`config.mk`:
```
export PLATFORM = sky130hd
export DESIGN_NAME = pcm_i2s_tx
export DESIGN_NICKNAME = d
export VERILOG_FILES = /design/src/rtl/pcm_i2s_tx.sv
export SDC_FILE = /design/constraint.sdc
export NUM_CORES = 1
export LEC_CHECK = 0
export ABC_AREA = 0
export CAP_MARGIN = 20
export CORE_MARGIN = 2
export CORE_UTILIZATION = 45
export DETAILED_ROUTE_END_ITERATION = 6
export GPL_ROUTABILITY_DRIVEN = 1
export SYNTH_ARGS = -nofsm -noshare
export SYNTH_HDL_FRONTEND = slang
export SYNTH_SLANG_ARGS = --single-unit
```
`constraint.sdc`:
```
create_clock -name clk -period 10.76 [get_ports clk]
set_input_delay 2.152 -clock clk [delete_from_list [all_inputs] [get_ports clk]]
set_output_delay 2.152 -clock clk [all_outputs]
set_load 0.01 [all_outputs]
```
`src/rtl/pcm_i2s_tx.sv`:
```
// Mono PCM to Philips I2S transmitter: sample FIFO, BCLK divider, 32-slot framer, sticky flags.
// Latency: sample leaves at the next frame load (slot 0->1 fall); samples that find the FIFO full are dropped and flagged.
module pcm_i2s_tx #(
    parameter int CLK_DIV = 8,
    parameter int DEPTH   = 8
) (
    input  logic                       clk,
    input  logic                       reset,
    input  logic [15:0]                x_in,
    input  logic                       x_in_valid,
    input  logic                       flag_clr,
    output logic                       bclk,
    output logic                       lrclk,
    output logic                       sdata,
    output logic [$clog2(DEPTH):0]     fifo_count,
    output logic                       underflow,
    output logic                       overflow
);

    localparam int AW = $clog2(DEPTH);
    localparam int DW = $clog2(CLK_DIV);
    localparam logic [DW-1:0] DIV_LAST = DW'(CLK_DIV - 1);
    localparam logic [AW:0]   FULL_CNT = (AW + 1)'(DEPTH);

    logic [DW-1:0] div_cnt;
    logic [4:0]    slot;
    logic [4:0]    slot_nxt;
    logic [31:0]   frame;
    logic [15:0]   mem [DEPTH];
    logic [AW-1:0] rd_ptr;
    logic [AW-1:0] wr_ptr;
    logic [15:0]   head;
    logic          fall_evt;
    logic          load;
    logic          pop;
    logic          push;
    logic          drop;

    always_comb begin
        slot_nxt = slot + 5'd1;
        head     = mem[rd_ptr];
        fall_evt = (div_cnt == DIV_LAST) && bclk;
        load     = fall_evt && (slot == 5'd0);
        pop      = load && (fifo_count != '0);
        // A pop in the same cycle frees the slot the push needs.
        push     = x_in_valid && ((fifo_count < FULL_CNT) || pop);
        drop     = x_in_valid && !push;
    end

    always_ff @(posedge clk) begin
        if (push) begin
            mem[wr_ptr] <= x_in;
        end
    end

    always_ff @(posedge clk) begin
        if (reset) begin
            div_cnt    <= '0;
            bclk       <= 1'b0;
            lrclk      <= 1'b0;
            sdata      <= 1'b0;
            slot       <= '0;
            frame      <= '0;
            rd_ptr     <= '0;
            wr_ptr     <= '0;
            fifo_count <= '0;
            underflow  <= 1'b0;
            overflow   <= 1'b0;
        end else begin
            if (div_cnt == DIV_LAST) begin
                div_cnt <= '0;
                bclk    <= ~bclk;
            end else begin
                div_cnt <= div_cnt + DW'(1);
            end

            if (fall_evt) begin
                slot  <= slot_nxt;
                lrclk <= slot_nxt[4];
                if (load) begin
                    // MSB goes out now; the rest of {S,S} waits pre-shifted.
                    if (pop) begin
                        sdata <= head[15];
                        frame <= {head[14:0], head, 1'b0};
                    end else begin
                        sdata <= 1'b0;
                        frame <= '0;
                    end
                end else begin
                    sdata <= frame[31];
                    frame <= {frame[30:0], 1'b0};
                end
            end

            if (push) begin
                wr_ptr <= wr_ptr + AW'(1);
            end
            if (pop) begin
                rd_ptr <= rd_ptr + AW'(1);
            end
            if (push && !pop) begin
                fifo_count <= fifo_count + (AW + 1)'(1);
            end else if (pop && !push) begin
                fifo_count <= fifo_count - (AW + 1)'(1);
            end

            if (load && (fifo_count == '0)) begin
                underflow <= 1'b1;
            end else if (flag_clr) begin
                underflow <= 1'b0;
            end

            if (drop) begin
                overflow <= 1'b1;
            end else if (flag_clr) begin
                overflow <= 1'b0;
            end
        end
    end

endmodule

```
# == After elaboration in Yosys (flattened, before gate mapping) ==
# Memory sizes are Yosys's and may differ from the RTL's. A register that Yosys moved wholly into a read port is not among the register bits.
# Cells that the tools add are included.
# totals
ram_bits,128
input_bits,20
memories,1
out_inout_bits,9
register_bits,55
elab_cells,52
# classes
n_bitwise,1
n_eq_ne,1
n_reduce_logical,18
addsub,6
order_cmp,1
muxes,13
# memory_table
memory,depth,word_bits,rd,rd_clocked_by_memory_dff,wr,line_no,rtl
mem,8,16,1,1,1,29,logic [15:0] mem [DEPTH];
# op_table
cell,n
$mux 32,2
$add 3x1->3 const B,3
$logic_and 1x1->1,8
$mux 4,2
$mux 1,7
$mux 3,2
$reduce_bool 2->1,3
$add 5x1->5 const B,1
$logic_not 5->1,1
$add 4x1->4 const B,1
$logic_not 4->1,1
$lt 4x4->1 const B,1
$reduce_bool 4->1,1
$sub 4x1->4 const B,1
$eq 3x3->1 const B,1
$logic_not 1->1,2
$reduce_or 2->1,1
$logic_or 1x1->1,1
$not 1->1,1

# == Longest topological paths before layout ==
# logic_depth
depth_word,10
mapped_depth,14
ltp_nobuf,13

# == Worst setup path after synthesis ==
# OpenSTA, ideal clock, no wires.
# synth_timing
kind,input to register
start,input x_in_valid
end,memory mem[0][0] (enable)
arrival_ns,3.823
path_stages,2
slack_ns,6.507
path_buffers,0
t_required_ns,10.330
cell_sequence,nand2_1 > nor4_1
# synth_via
elab_chain_len,3
# synth_rtl
element,line_no,rtl
from (decl),10,"input logic x_in_valid,"
$logic_and 1x1->1,46,push = x_in_valid && ((fifo_count < FULL_CNT) || pop);
$mux 1,51,if (push) begin
$mux 1 (not written as such),52,mem[wr_ptr] <= x_in;
to (decl),29,
# Every way passes these cells.

# == Worst setup path in the final report ==
# layout_timing
start,input x_in_valid
end,register fifo_count[3]
# layout_via
elab_chain_len,4
word_cells_on_any_way,6
cone_classes,mux: 1; reduce/logical: 5
# layout_rtl
element,line_no,rtl
$logic_and 1x1->1 (*),46,
named net push,36,logic push;
$logic_not 1->1,103,end else if (pop && !push) begin
$logic_and 1x1->1,103,
$reduce_bool 2->1 (no source line),-,
to (signal assigned),102,fifo_count <= fifo_count + (AW + 1)'(1);
to (signal assigned),104,fifo_count <= fifo_count - (AW + 1)'(1);
to (decl),15,"output logic [$clog2(DEPTH):0] fifo_count,"
# The timed path passes the listed nets; every way through them passes the cells marked *.
# A chain may end at the register's enable or synchronous reset.

==> results.rst <==
.. list-table::
   :header-rows: 1

   * - Metric
     - Value
   * - Result of the run
     - complete, no violations
   * - Post-placement setup slack
     - roughly 6.2 ns
   * - Largest family of logic cells by synthesized area
     - multiplexers
   * - Share of synthesized cell area in full adder, half adder and majority cells
     - 0.01814
   * - Wire length of the first global-routing pass
     - 21,310 µm
   * - Synthesized netlist cell count
     - 468
   * - Endpoint class of the critical path
     - register
   * - CTS clock-pin slew for the worst setup and hold paths
     - roughly 0.060 ns
   * - TritonCTS clock tree
     - done
   * - Number of ports placed on the die boundary
     - 29
   * - Achievable Freq
     - ~0.24 GHz
   * - Die width
     - between 100 and 150 µm
   * - Cells resized by post-CTS repair
     - 0
   * - Port Buffers
     - 28
   * - Tcrit/Tclk final
     - 0.3823
   * - Number of endpoints with negative hold slack in the final report
     - 0
   * - Leakage Power
     - 2.688 nW
   * - Buffer type at the clock tree root
     - clkbuf_16
   * - Clock skew
     - 0.01149 ns
   * - DRC violation count after routing
     - 0
   * - Mapped Nets
     - 498
   * - Maximum number of pins on one net before global-route repair
     - 59
   * - Final TNS setup
     - 0 ns
   * - Total setup violations reported at the end of the flow
     - 0
   * - Class of the most critical setup path
     - in -> reg
   * - Fraction of the mapped netlist area in compound gates
     - 0.07546
   * - Core region area
     - 0.01589 mm²
   * - Mean number of vias per cell
     - 5.339
   * - Share of the synthesized netlist area taken by xor and xnor gates
     - 0.009582
   * - Number of rows in the core area
     - 46
   * - Die height
     - 131.5 µm
   * - Element type at the critical path start
     - input pin
   * - Post-detailed-routing wire length
     - 13,200 µm
   * - Sequential fraction of the synthesis area
     - 0.6790
   * - Post-Syn Area
     - 0.007312 mm²
   * - Initial standard-cell utilization of the core
     - 0.4603
   * - Clock insertion delay at the later pin of the skew report
     - roughly 0.43 ns
   * - WL/cell
     - 18.13 µm
   * - Maximum Capacitance Violations
     - 0
   * - Overall Global Routing Usage
     - 0.1619
   * - Number of max-slew violations in the final report
     - 0
   * - Worst vdd rail ir drop
     - 0.1203 mV
   * - Data required time at the worst endpoint
     - 11.07 ns
   * - # hold bufs at CTS
     - 0
   * - Total congestion overflow after global routing
     - 0
   * - Total number of nets in the final design
     - roughly 530
   * - Vias in the first global route
     - 3,886
   * - Final weighted congestion in routability-driven placement
     - 0.7140
   * - Total setup buffers inserted after CTS
     - 0
   * - Most frequent standard cell in the layout excluding fill and tap cells
     - edfxtp_1
   * - Share of layout cells above drive strength 1
     - 0.2344
   * - Count of TritonRoute iterations in the first routing pass
     - 4
   * - Routed Antenna Nets
     - 0
   * - Simple-gate share of the synthesized area
     - 0.06314
   * - Worst slew margin relative to its limit
     - 0.3806
   * - Cells along the critical path
     - clkdlybuf4s50_1 -> nand2_1 -> inv_1 -> ha_1 -> inv_1 -> ha_1 -> a21oi_1 -> a211oi_1 -> a31oi_1 -> mux2_2
   * - Die Footprint
     - 0.01728 mm²
   * - Cts bufs inserted
     - 17
   * - Overall via count from detail_route
     - 3,887
   * - Most frequent cells in the layout
     - edfxtp_1 (128), dfxtp_1 (55), nor2_1 (52)
   * - P per Cell Area
     - 186.3 mW/mm²
   * - Number of buffers between clock root and the deepest sink
     - 2
   * - Maximum net fanout on the critical path
     - 5
   * - Worst EP arrival
     - ~4.4 ns
   * - # clock sinks
     - 184
   * - Mean post-synth cell area
     - ~16 µm²
   * - Worst stage delay on the critical path
     - 0.52 ns
   * - Actual slew at the worst max-slew pin
     - 0.9278 ns
   * - Number of register bits inferred by synthesis
     - 184
   * - Number of distinct library cells after synthesis
     - 35
   * - Half-perimeter wire length after placement
     - 7554 µm
   * - Number of violations reported at the end of detailed-routing iteration 0
     - around 300
   * - Diode insertion count for antenna repair
     - 0
   * - Shortest period the worst path allows
     - between 4 and 5 ns
   * - Share of synthesized area spent on multiplexers
     - 0.1319
   * - Slowest cell on the critical path
     - clkdlybuf4s50_1
   * - Flop-to-flop setup slack
     - 7.09 ns
   * - Maximum level of the CTS H-tree
     - 4
   * - RSZ-0062 raised after global routing
     - no
   * - Setup slack after layout
     - 6.646 ns
   * - Count of synthesis-stage warnings from yosys
     - 0
   * - Hold WC Path Type
     - reg -> reg
   * - Number of antenna violations at the first check in global routing
     - 0
   * - Area grow syn2layout
     - 14.99%
==> synthesized netlist by cell type, drive strengths merged <==
library cell  number  area share
a211oi            32       0.045
a21oi             37       0.025
a2bb2oi            1      0.0012
a31oi              1     0.00086
and2               1     0.00086
buf               11      0.0094
clkbuf            18      0.0092
dfxtp             56        0.15
edfxtp           128        0.53
fa                 1      0.0027
ha                 9       0.015
inv                8      0.0041
mux2              19       0.029
mux2i              3      0.0041
mux4              32       0.099
nand2             25       0.014
nand2b             4      0.0034
nand3              3      0.0021
nand3b             1      0.0010
nand4              2      0.0017
nor2              52       0.027
nor2b              3      0.0026
nor3               6      0.0056
nor3b              2      0.0021
nor4               2      0.0017
o21ai              2      0.0029
or4b               1      0.0019
xnor2              4      0.0048
xor2               4      0.0048
==> state kept, by name (all words and copies together) (netlist names), 3 cells and up, named ones only <==
name        count
wr_ptr          3
fifo_count      4
div_cnt         3
mem           128
frame          31
rd_ptr          3
slot            4
==> path summary, 6_finish.rpt <==
check,cells past startpoint,to,startpoint
hold / removal,1,div_cnt[0],div_cnt[0]
hold reg to reg,1,div_cnt[0],div_cnt[0]
setup reg to reg,12,fifo_count[3],slot[0]
setup / recovery,10,fifo_count[3],x_in_valid
==> cell type report <==
class,instances,area [µm²]
clock buffer,19,432.9
clock inverter,13,128.9
timing repair buffer,41,372.9
sequential,184,4966
fill,1350,7477
inverter,8,30.03
multi-input combinational,247,2207
tap,216,270.3
==> report_power, final <==
group	switching, mW	leakage, nW	internal (mW)	total [mW]
Clock	0.255	0.264	0.340	0.594
Sequential	0.0212	1.61	0.798	0.819
Combinational	0.0794	0.810	0.0734	0.153
==> worst max-delay path, delay by kind of cell <==
kind / cells / cell delay (ns)
AND/OR/NAND/NOR: 1 / 0.18
adder cells (fa/ha/maj): 2 / 0.51
multiplexers: 1 / 0.34
AO/OA/AOI/OAI: 3 / 0.47
buffers and inverters: 3 / 0.77
==> logic make-up after synthesis <==
logic type / count (synthesis)
and+or+nand+nor: 102
adders and majority gates: 10
xor gates and xnor gates: 8
AOI/OAI and AO/OA: 73
DFF: 184
muxes: 54
buffers and inverters: 37
==> metrics by stage <==
| step | hold WS [ns] | util | power, mW | area, µm² | instances |
|---|---|---|---|---|---|
| after floorplan | 0.4043 | - | 0.9245 | 7312 | 468 |
| after global placement | 0.4114 | 0.4939 | 0.9836 | 7846 | 696 |
| after detailed placement | 0.4266 | 0.4939 | 0.9897 | 7846 | 696 |
| after CTS | 0.4364 | 0.5293 | 1.583 | 8408 | 728 |
| after global routing | 0.4548 | 0.5293 | 1.628 | 8408 | 728 |
| final | 0.4310 | 0.5293 | 1.567 | 8408 | 728 |
==> layer usage <==
| metal | track usage | up-vias | share of wire |
|---|---|---|---|
| met2 | 0.2510 | 60 | 0.49 |
| met4 | 0.05918 | 0 | 0.012 |
| li1 | - | 1832 | - |
| met5 | 0 | - | 0 |
| met3 | 0.03704 | 17 | 0.032 |
| met1 | 0.2252 | 1978 | 0.47 |
Power figures use the tool's default switching activity.
